<file path="config.mk">
export PLATFORM = sky130hd
export DESIGN_NAME = pistorm_ipl_event_fifo
export DESIGN_NICKNAME = d
export VERILOG_FILES = /design/src/rtl/pistorm_ipl_event_fifo.sv
export SDC_FILE = /design/constraint.sdc
export NUM_CORES = 1
export LEC_CHECK = 0
export BUFFER_PORTS_ARGS = -buffer_cell sky130_fd_sc_hd__buf_4
export CORE_UTILIZATION = 47
export CTS_CLUSTER_SIZE = 20
export DETAILED_ROUTE_END_ITERATION = 8
export SLEW_MARGIN = 0
export SYNTH_ARGS = -nofsm -noshare
export SYNTH_HDL_FRONTEND = slang
export SYNTH_SLANG_ARGS = --single-unit
</file>
<file path="constraint.sdc">
create_clock -name PI_CLK -period 5.17 [get_ports PI_CLK]
set_input_delay 0.2585 -clock PI_CLK [delete_from_list [all_inputs] [get_ports PI_CLK]]
set_output_delay 0.2585 -clock PI_CLK [all_outputs]
set_load 0.05 [all_outputs]
</file>
<file path="src/rtl/pistorm_ipl_event_fifo.sv">
// Purpose: glitch-filtered 68k IPL level capture with timestamped change-event queue.
// Latency: IPL->LEVEL = FILTER_LEN ticks + 3-flop sync + 1 clk; LEVEL->COUNT 1 clk; POP->DATA_OUT 1 clk.
// Backpressure: full queue holds the newest level pending (sticky OVF) and retries every cycle until a POP frees space.
module pistorm_ipl_event_fifo #(
  parameter int IPL_W      = 3,
  parameter int DEPTH      = 64,
  parameter int FILTER_LEN = 2,
  parameter int TS_W       = 8,
  parameter int CNT_W      = 7
) (
  input  logic                      PI_CLK,
  input  logic                      RESET_n,
  input  logic                      M68K_CLK,
  input  logic [IPL_W-1:0]          M68K_IPL_n,
  input  logic                      CLR,
  input  logic                      POP,
  output logic [2+IPL_W+TS_W-1:0]   DATA_OUT,
  output logic [CNT_W-1:0]          COUNT,
  output logic                      NOT_EMPTY,
  output logic [IPL_W-1:0]          LEVEL
);

  localparam int ENT_W = IPL_W + TS_W;
  localparam int PTR_W = (DEPTH > 1) ? $clog2(DEPTH) : 1;
  localparam logic [CNT_W-1:0] DEPTH_C = CNT_W'(DEPTH);
  localparam logic [PTR_W-1:0] LAST_C  = PTR_W'(DEPTH - 1);

  // M68K_CLK synchroniser; bit 0 is the first stage
  logic [2:0]                        r_mclk_sync;
  logic [TS_W-1:0]                   r_ts;
  logic [FILTER_LEN-1:0][IPL_W-1:0]  r_samp;
  logic [IPL_W-1:0]                  r_level;
  logic [IPL_W-1:0]                  r_last_q;
  logic [PTR_W-1:0]                  r_wr_ptr;
  logic [PTR_W-1:0]                  r_rd_ptr;
  logic [CNT_W-1:0]                  r_count;
  logic                              r_not_empty;
  logic                              r_ovf;
  logic [2+ENT_W-1:0]                r_dout;
  logic [ENT_W-1:0]                  r_mem [DEPTH];

  logic                              w_tick;
  logic                              w_all_eq;
  logic                              w_empty;
  logic                              w_full;
  logic                              w_push_req;
  logic                              w_push;
  logic                              w_pop;
  logic                              w_ovf_set;
  logic [CNT_W-1:0]                  w_count_nxt;
  logic [PTR_W-1:0]                  w_wr_nxt;
  logic [PTR_W-1:0]                  w_rd_nxt;

  // Falling edge of the synchronised bus clock gives a one-cycle tick
  assign w_tick = r_mclk_sync[2] & ~r_mclk_sync[1];

  // Sample history must be unanimous before a new level is accepted
  always_comb begin
    w_all_eq = 1'b1;
    for (int i = 1; i < FILTER_LEN; i++) begin
      if (r_samp[i] != r_samp[0]) begin
        w_all_eq = 1'b0;
      end
    end
  end

  assign w_empty    = (r_count == '0);
  assign w_full     = (r_count == DEPTH_C);
  assign w_push_req = (r_level != r_last_q);

  // A POP on a full queue always frees a slot in the same cycle, so it admits the push
  assign w_push    = w_push_req & ~CLR & (~w_full | POP);
  assign w_pop     = POP & ~CLR & ~w_empty;
  assign w_ovf_set = w_push_req & ~CLR & w_full & ~POP;

  assign w_wr_nxt = (r_wr_ptr == LAST_C) ? '0 : r_wr_ptr + 1'b1;
  assign w_rd_nxt = (r_rd_ptr == LAST_C) ? '0 : r_rd_ptr + 1'b1;

  // Occupancy: simultaneous push and pop leave it unchanged
  always_comb begin
    w_count_nxt = r_count;
    case ({w_push, w_pop})
      2'b10:   w_count_nxt = r_count + 1'b1;
      2'b01:   w_count_nxt = r_count - 1'b1;
      default: w_count_nxt = r_count;
    endcase
  end

  // Bus-clock sync, timestamp and sample shift register; these keep running through CLR.
  // IPL is sampled raw: a metastable sample is just one more disagreeing entry for the filter.
  always_ff @(posedge PI_CLK or negedge RESET_n) begin
    if (!RESET_n) begin
      r_mclk_sync <= '0;
      r_ts        <= '0;
      r_samp      <= '0;
    end else begin
      r_mclk_sync <= {r_mclk_sync[1:0], M68K_CLK};
      if (w_tick) begin
        r_ts <= r_ts + 1'b1;
        for (int i = FILTER_LEN - 1; i > 0; i--) begin
          r_samp[i] <= r_samp[i-1];
        end
        r_samp[0] <= ~M68K_IPL_n;
      end
    end
  end

  // Filtered level follows the samples only once they all agree
  always_ff @(posedge PI_CLK or negedge RESET_n) begin
    if (!RESET_n) begin
      r_level <= '0;
    end else if (w_all_eq) begin
      r_level <= r_samp[0];
    end
  end

  // Queue bookkeeping; CLR wins over push and pop, and re-arms last_q so nothing is queued after a flush
  always_ff @(posedge PI_CLK or negedge RESET_n) begin
    if (!RESET_n) begin
      r_wr_ptr    <= '0;
      r_rd_ptr    <= '0;
      r_count     <= '0;
      r_not_empty <= 1'b0;
      r_ovf       <= 1'b0;
      r_last_q    <= '0;
    end else if (CLR) begin
      r_wr_ptr    <= '0;
      r_rd_ptr    <= '0;
      r_count     <= '0;
      r_not_empty <= 1'b0;
      r_ovf       <= 1'b0;
      r_last_q    <= r_level;
    end else begin
      if (w_push) begin
        r_wr_ptr <= w_wr_nxt;
        r_last_q <= r_level;
      end
      if (w_pop) begin
        r_rd_ptr <= w_rd_nxt;
      end
      r_count     <= w_count_nxt;
      r_not_empty <= (w_count_nxt != '0);
      if (w_ovf_set) begin
        r_ovf <= 1'b1;
      end else if (POP) begin
        r_ovf <= 1'b0;
      end
    end
  end

  // Read port: head entry when something is queued, otherwise a live snapshot flagged not-valid
  always_ff @(posedge PI_CLK or negedge RESET_n) begin
    if (!RESET_n) begin
      r_dout <= '0;
    end else if (POP && !CLR) begin
      if (!w_empty) begin
        r_dout <= {1'b1, r_ovf, r_mem[r_rd_ptr]};
      end else begin
        r_dout <= {1'b0, r_ovf, r_level, r_ts};
      end
    end
  end

  // Entry storage; contents are only meaningful below COUNT, so it needs no reset
  always_ff @(posedge PI_CLK) begin
    if (w_push) begin
      r_mem[r_wr_ptr] <= {r_level, r_ts};
    end
  end

  assign DATA_OUT  = r_dout;
  assign COUNT     = r_count;
  assign NOT_EMPTY = r_not_empty;
  assign LEVEL     = r_level;

endmodule
</file>
==> results of run 1 <==
[kinds of logic after synthesis]
logic type	share of synthesized area
flip-flops	0.760
adder cells (fa/ha/maj)	0.00211
AO/OA/AOI/OAI	0.0444
AND/OR/NAND/NOR	0.0364
multiplexers	0.137
XOR/XNOR	0.00708
buffers and inverters	0.0135
[what timing repair did]
action                                 4_1_cts  5_1_grt
endpoints found under the hold margin       72        0
resized for setup                            0        0
hold buffers                                 8        0
[synthesized netlist by cell type (all sizes together) (2+ instances only)]
master and count:
nor4 2, ha 5, inv 7, dfrtp 57, xnor2 14, and2 3
nand2b 6, xor2 10, or2 2, clkbuf 60, a21o 3, buf 29
a22oi 56, or3b 2, nor2 107, mux2 5, nor2b 8, and3 2
a221oi 23, and4 2, nand3b 4, mux4 176, a22o 23, nand2 73
nand3 11, or3 2, edfxtp 704, nor3 8, a211oi 2, o221ai 15
o21ai 18, mux2i 4, nand4 9, a21oi 26, a31oi 4
[cell type report]
class	instances	area (um^2)	area share
diodes	1	2.50	0.0000742
clock buffers	105	2130	0.0630
clock inverters	37	307	0.00909
inverters	7	26.3	0.000779
multi-input cells	636	6770	0.201
flip-flops and latches	761	22600	0.670
well taps	837	1050	0.0310
repair buffers	102	873	0.0259
[metrics by stage]
step | hold WS [ps] | setup WS, ps | total power [mW] | utilization
after global placement | 336 | 1710 | 11.4 | 0.503
after global routing | 278 | 1260 | 17.3 | 0.544
after floorplan | -37.1 | 1250 | 10.2 | -
after CTS | 254 | 1590 | 16.8 | 0.544
final | 241 | 1540 | 16.7 | 0.544
after detailed placement | 352 | 1620 | 11.5 | 0.503
[worst max-delay path, stage by stage (launching register included)]
cell	delay (ps)
sky130_fd_sc_hd__dfrtp_1	540
sky130_fd_sc_hd__or4_4	620
sky130_fd_sc_hd__nor2_1	200
sky130_fd_sc_hd__a311oi_2	150
sky130_fd_sc_hd__buf_4	210
sky130_fd_sc_hd__inv_1	190
sky130_fd_sc_hd__ha_1	410
sky130_fd_sc_hd__a2111oi_0	170
sky130_fd_sc_hd__and4b_1	240
sky130_fd_sc_hd__a221oi_2	250
sky130_fd_sc_hd__xnor2_1	190
sky130_fd_sc_hd__o211a_1	200
sky130_fd_sc_hd__a41oi_2	110
[registers in the layout, indices dropped and copies added (netlist names), 6 cells and up]
| register | count |
|---|---|
| r_wr_ptr | 6 |
| r_mem | 704 |
| DATA_OUT | 13 |
| COUNT | 7 |
| r_ts | 8 |
| r_rd_ptr | 6 |
| r_samp | 6 |
[power breakdown]
part           internal [mW]  switching (mW)
registers               7.53           0.372
clock network           3.06            2.31
logic                   1.27            2.15
total                   11.9            4.83
[routing by layer]
metal,wire length (um),up-vias,track usage
met5,0,-,0
met4,1440,0,0.0674
met3,4700,92,0.0381
met2,32400,602,0.334
met1,29700,7826,0.322
li1,-,6345,-
[placed cells by master (no fill, tap or decap), types with 22 or more instances in the layout]
| cell type | instances |
|---|---|
| sky130_fd_sc_hd__a22o_1 | 23 |
| sky130_fd_sc_hd__dfrtp_1 | 44 |
| sky130_fd_sc_hd__nor2_1 | 106 |
| sky130_fd_sc_hd__mux4_2 | 176 |
| sky130_fd_sc_hd__nand2_1 | 73 |
| sky130_fd_sc_hd__buf_4 | 87 |
| sky130_fd_sc_hd__clkbuf_16 | 80 |
| sky130_fd_sc_hd__edfxtp_1 | 704 |
| sky130_fd_sc_hd__a21oi_1 | 26 |
| sky130_fd_sc_hd__clkbuf_1 | 22 |
| sky130_fd_sc_hd__a221oi_1 | 22 |
| sky130_fd_sc_hd__a22oi_1 | 56 |
[final timing paths]
| path | from | to | depth (start not counted) |
|---|---|---|---|
| setup / recovery | COUNT[3] | NOT_EMPTY | 12 |
| max in group asynchronous | RESET_n | r_rd_ptr[1] | 2 |
| setup reg to reg | COUNT[3] | NOT_EMPTY | 12 |
| hold reg to reg | r_mclk_sync[0] | r_mclk_sync[1] | 0 |
| hold / removal | RESET_n | r_mclk_sync[1] | 2 |
| min in group PI_CLK | M68K_CLK | r_mclk_sync[0] | 2 |
==> implementation parameters, run 1 <==
Parameter                              Value

Synth
  Number of warnings reported in the yosys synthesis log    0
  EDFF count, synth    704
  Yosys cell types    50
  Summed instance area of the synthesized netlist    roughly 30000 um^2
  Cell taking the most area after synthesis    sky130_fd_sc_hd__edfxtp_1
  Syn_nets    1506
  Synth Instances    ~1500
  Avg Synthesized Cell Area    19.9 um^2
  Register area share after synthesis    0.760
  Area share of the largest cell type after synthesis    0.712
  Async set or reset register ratio after synthesis    0.0749
  Synthesized flop and latch total    761
  Dominant register cell in the synthesized netlist    sky130_fd_sc_hd__edfxtp_1
  Cells taking the most area after synthesis    sky130_fd_sc_hd__edfxtp_1 (71%), sky130_fd_sc_hd__mux4_2 (13%), sky130_fd_sc_hd__dfrtp_1 (4.8%), sky130_fd_sc_hd__a22oi_1 (1.4%), sky130_fd_sc_hd__nor2_1 (1.4%)

Setup path
  Critical Path End Type    flop
  Endpoint arrival time on the critical path    between 4000 and 5000 ps
  CP Launch Type    flop
  Start-to-end type of the worst setup path    flop to flop
  Worst-path maximum fanout    15
  Worst setup slack for register-to-register paths    1540 ps
  Critical Path RT    5650 ps

STA
  Setup repair after global routing missed its margin    false
  Shortest clock period the worst path allows after layout    3630 ps
  Max-Slew Margin vs Limit    0.136
  Final Slew Violations    0
  Share of the clock period used by the worst path after layout    0.702
  Worst-margin pin slew    around 1300 ps
  Total Negative Setup Slacks    0 ps
  Highest clock rate    around 0.28 GHz
  Hold Vio Cnt, Final    0
  Final setup skew    roughly 21 ps
  Setup-failing EPs final    0

Place
  Inst Count DP    roughly 2300
  Placed cell areas    31200 um^2
  Half-perimeter wire length after placement    39500 um
  Count of input and output buffers    31
  Routability-driven placement congestion ratio    0.847

Finish
  Share of post-route cells with drive strength above 1    0.246
  Final Cell Area    between 30000 and 40000 um^2
  Total Nets Final    1600
  Syn-to-layout area delta    13.6%
  Filler cell count in the final layout    4718
  Number of standard cells in the layout, taps in and fillers out    2486

Floorplan
  Die H    about 250 um
  Die Wd    between 200 and 300 um
  Effective utilization at floorplan    0.479
  Placeable core area    62100 um^2
  I/O pin cnt    32
  Die footprint    ~64000 um^2
  Placement Rows    91

GRT
  Maximum number of pins on one net before global-route repair    70
  Antenna violations before repair    0
  Total routing resource utilization after global routing    0.218
  Global route overflow    0
  First-pass GRT wire length    100000 um
  Number of global-route vias before repair    roughly 15000

Routing
  Via count    14900
  Remaining antenna violation count    0
  Number of vias per cell    5.98
  Avg WL per Cell    approximately 27 um
  First-iteration detailed-routing DRC count    1626
  DRC violations left    0
  Total length of routed wires    68300 um
  Drt first pass iters    5

Hold path
  Worst min-delay path class    input port to async pin

Clocking
  CTS tree    built
  Clock latency on the worst-skew pair    just over 600 ps
  Clock-pin slew reported for the worst setup and hold paths after clock tree synthesis    ~60 ps
  Level count of the clock H-tree    3
  Worst-case clock buffer depth    3
  Inserted Clock Buffers    79
  Total clock sinks    761
  Post-CTS Setup Repair Bufs    0
  Buffer cell driving the clock tree root    sky130_fd_sc_hd__clkbuf_16

Power and ir drop
  Pwr per Cell Area    494 nW/um^2
  IR Drop Worst-Case VDD    0.000409 V
  Leakage Power    roughly 11 nW

Run
  Total of max-cap violations    0

Run status
  Result of the run    finished clean
No activity file was read; power rests on OpenSTA's default activity.
==> run 2, diff against run 1 <==
==> constraint.sdc (replaced) <==
create_clock -name PI_CLK -period 3.4 [get_ports PI_CLK]
set_input_delay 0.17 -clock PI_CLK [delete_from_list [all_inputs] [get_ports PI_CLK]]
set_output_delay 0.17 -clock PI_CLK [all_outputs]
set_load 0.05 [all_outputs]
==> run 2 against run 1 <==
Fmax rose by 13%. Sequential share of layout area fell by 0.72 points. Worst hold slack worse by 79 ps. Critical endpoint unchanged. Clock power grew 55%. First-iteration DRC count down 11%. Non-clock buffer count is 38 higher. Register-to-register slack lost 1300 ps. Clock skew fell by 1.3 ps. Combinational power rose by 60%. Final cell count grew 1.4%. Via count rose by 0.72%.
==> implementation parameters, run 2 (synthesized netlist as in run 1, its figures left out) <==
Parameter                              Value

Run status
  Result of the run    finished clean

Finish
  Most used cells in the layout excluding fill and tap cells    sky130_fd_sc_hd__edfxtp_1 (704), sky130_fd_sc_hd__mux4_2 (176), sky130_fd_sc_hd__buf_4 (123)
  Number of standard cells in the layout, taps in and fillers out    2522
  Register with the highest flop count    r_mem
  Area of the multi-input gates    just under 7000 um^2
  Filler cell count in the final layout    about 4800
  Share of post-route cells with drive strength above 1    0.265
  Sequential cell area    22600 um^2
  Flip-flop count of the largest register, all copies and words added    704
  Diode insertion count for antenna repair    0
  Post-layout utilization of the core    0.550
  Syn-to-layout area delta    14.8%
  Total Nets Final    1637
  Most common cell after layout, fill and taps aside    sky130_fd_sc_hd__edfxtp_1

Run
  Total of max-cap violations    0

Floorplan
  Effective utilization at floorplan    0.479
  Die H    253 um
  Die Wd    about 250 um
  Placeable core area    62100 um^2
  I/O pin cnt    32
  Placement Rows    a little over 90
  Die footprint    about 64000 um^2

Clocking
  Clock-pin slew reported for the worst setup and hold paths after clock tree synthesis    60 ps
  Post-CTS Setup Repair Bufs    0
  CTS tree    built
  Buffer cell driving the clock tree root    sky130_fd_sc_hd__clkbuf_16
  Clock latency on the worst-skew pair    slightly above 600 ps
  Inserted Clock Buffers    78
  Level count of the clock H-tree    3
  Worst-case clock buffer depth    3
  Total clock sinks    ~760

STA
  Highest clock rate    0.312 GHz
  Max-Slew Margin vs Limit    0.214
  Worst path setup slack after routing    around 200 ps
  Worst-margin pin slew    1170 ps
  Shortest clock period the worst path allows after layout    3200 ps
  Share of the clock period used by the worst path after layout    0.942
  Final setup skew    20.1 ps
  Hold Vio Cnt, Final    0
  Worst Hold Slack    162 ps
  Setup-failing EPs final    0
  Setup repair after global routing missed its margin    false
  Final Slew Violations    0

Routing
  Avg WL per Cell    approximately 27 um
  Number of vias per cell    just under 6
  Via count    15000
  First-iteration detailed-routing DRC count    1446
  DRC violations left    0
  Drt first pass iters    5
  Remaining antenna violation count    0
  Total length of routed wires    68800 um

Setup path
  Worst setup slack for register-to-register paths    200 ps
  CP Buf/Inv Count    2
  Cell type with the highest occurrence count on the critical path    sky130_fd_sc_hd__inv_1
  CP Launch Type    flop
  R2R Path Start    COUNT[5]
  Longest individual stage delay on the worst path    approximately 540 ps
  Crit path max-delay family    compound AO/OA/AOI/OAI gates
  Crit path cell chain    or4_4, nor2_1, a311oi_2, inv_1, ha_1, inv_1, a21oi_1, o221ai_1, a211oi_1, o31ai_1, xnor2_1, a41oi_2
  Cell with the largest stage delay on the worst path    sky130_fd_sc_hd__or4_4
  Endpoint arrival time on the critical path    3680 ps
  Capture point of the worst reg-to-reg path    NOT_EMPTY
  Start-to-end type of the worst setup path    flop to flop
  Critical Path RT    3880 ps
  Critical Path End Type    flop
  Number of cells on the worst reg-to-reg path    12
  Worst-path maximum fanout    10

GRT
  Total routing resource utilization after global routing    0.221
  Number of global-route vias before repair    15100
  Global route overflow    0
  Maximum number of pins on one net before global-route repair    69
  Antenna violations before repair    1
  First-pass GRT wire length    102000 um

Hold path
  Worst min-delay path class    input port to async pin

Power and ir drop
  IR Drop Worst-Case VDD    0.000830 V
  Pwr per Cell Area    roughly 750 nW/um^2
  Leakage Power    10.9 nW

Place
  Pre-CTS setup slack    193 ps
  Inst Count DP    2374
  Routability-driven placement congestion ratio    0.912
  Half-perimeter wire length after placement    42100 um
  Count of input and output buffers    31
==> run 2: changes by cell type in the layout (fill, tap and decap cells not counted), sizes merged <==
cell | previous run | this run
clkinv | 28 | 23
buf | 94 | 133
bufinv | 3 | 5
inv | 11 | 12
clkbuf | 105 | 108
dlygate4sd3 | 8 | 7
clkinvlp | 2 | 0
diode | 1 | 0
==> run 2: what timing repair did <==
| item | 4_1_cts | 5_1_grt |
|---|---|---|
| hold buffers | 7 | 0 |
| setup endpoints to repair | 0 | 1 |
| hold endpoints to repair | 69 | 0 |
| gates resized for setup | 0 | 1 |
==> run 2: power breakdown <==
group          switching, mW  internal [mW]  leakage (nW)  total (mW)
combinational           3.41           2.04          2.63        5.45
clock                   3.43           4.86          1.21        8.29
sequential             0.533           11.5          7.08        12.0
==> run 2: per-stage QoR <==
step / instance area, um^2 / power (mW) / TNS, ps
6_report: 34100 / 25.7 / 0
5_1_grt: 34100 / 26.6 / 0
4_1_cts: 34100 / 25.9 / 0
3_5_place_dp: 31600 / 17.7 / 0
3_3_place_gp: 31600 / 17.6 / 0
2_1_floorplan: 29700 / 15.5 / -14.4
==> run 2: per-layer routing <==
metal | vias up | track usage | wire [um]
met4 | 2 | 0.0701 | 1550
met2 | 529 | 0.333 | 32000
li1 | 6433 | - | -
met3 | 94 | 0.0381 | 4500
met1 | 7914 | 0.331 | 30800
met5 | - | 0 | 14
==> run 2: final cells by class <==
type	instances	area share
clock buffer	108	0.0639
clock inverter	33	0.00855
inverter	7	0.000770
multi-input combinational	636	0.199
sequential	761	0.662
tap	837	0.0307
timing repair buffer	140	0.0350
==> run 2: worst max path at each step <==
stage | start | end | slack [ps] | cells after the start
finish | COUNT[5] | NOT_EMPTY | 200 | 12
detailed placement | LEVEL[2] | NOT_EMPTY | 190 | 12
CTS | COUNT[2] | r_mem[1][3] | 190 | 6
floorplan | LEVEL[1] | NOT_EMPTY | -10 | 12
global placement | COUNT[5] | NOT_EMPTY | 270 | 12
global route | COUNT[0] | NOT_EMPTY | 10 | 12
==> run 2: worst reg2reg max path, stage by stage, from the launching register on <==
cell and delay, ps:
sky130_fd_sc_hd__dfrtp_1 410, sky130_fd_sc_hd__or4_4 540, sky130_fd_sc_hd__nor2_1 260, sky130_fd_sc_hd__a311oi_2 180, sky130_fd_sc_hd__inv_1 160, sky130_fd_sc_hd__ha_1 390, sky130_fd_sc_hd__inv_1 150, sky130_fd_sc_hd__a21oi_1 170
sky130_fd_sc_hd__o221ai_1 140, sky130_fd_sc_hd__a211oi_1 190, sky130_fd_sc_hd__o31ai_1 120, sky130_fd_sc_hd__xnor2_1 230, sky130_fd_sc_hd__a41oi_2 140
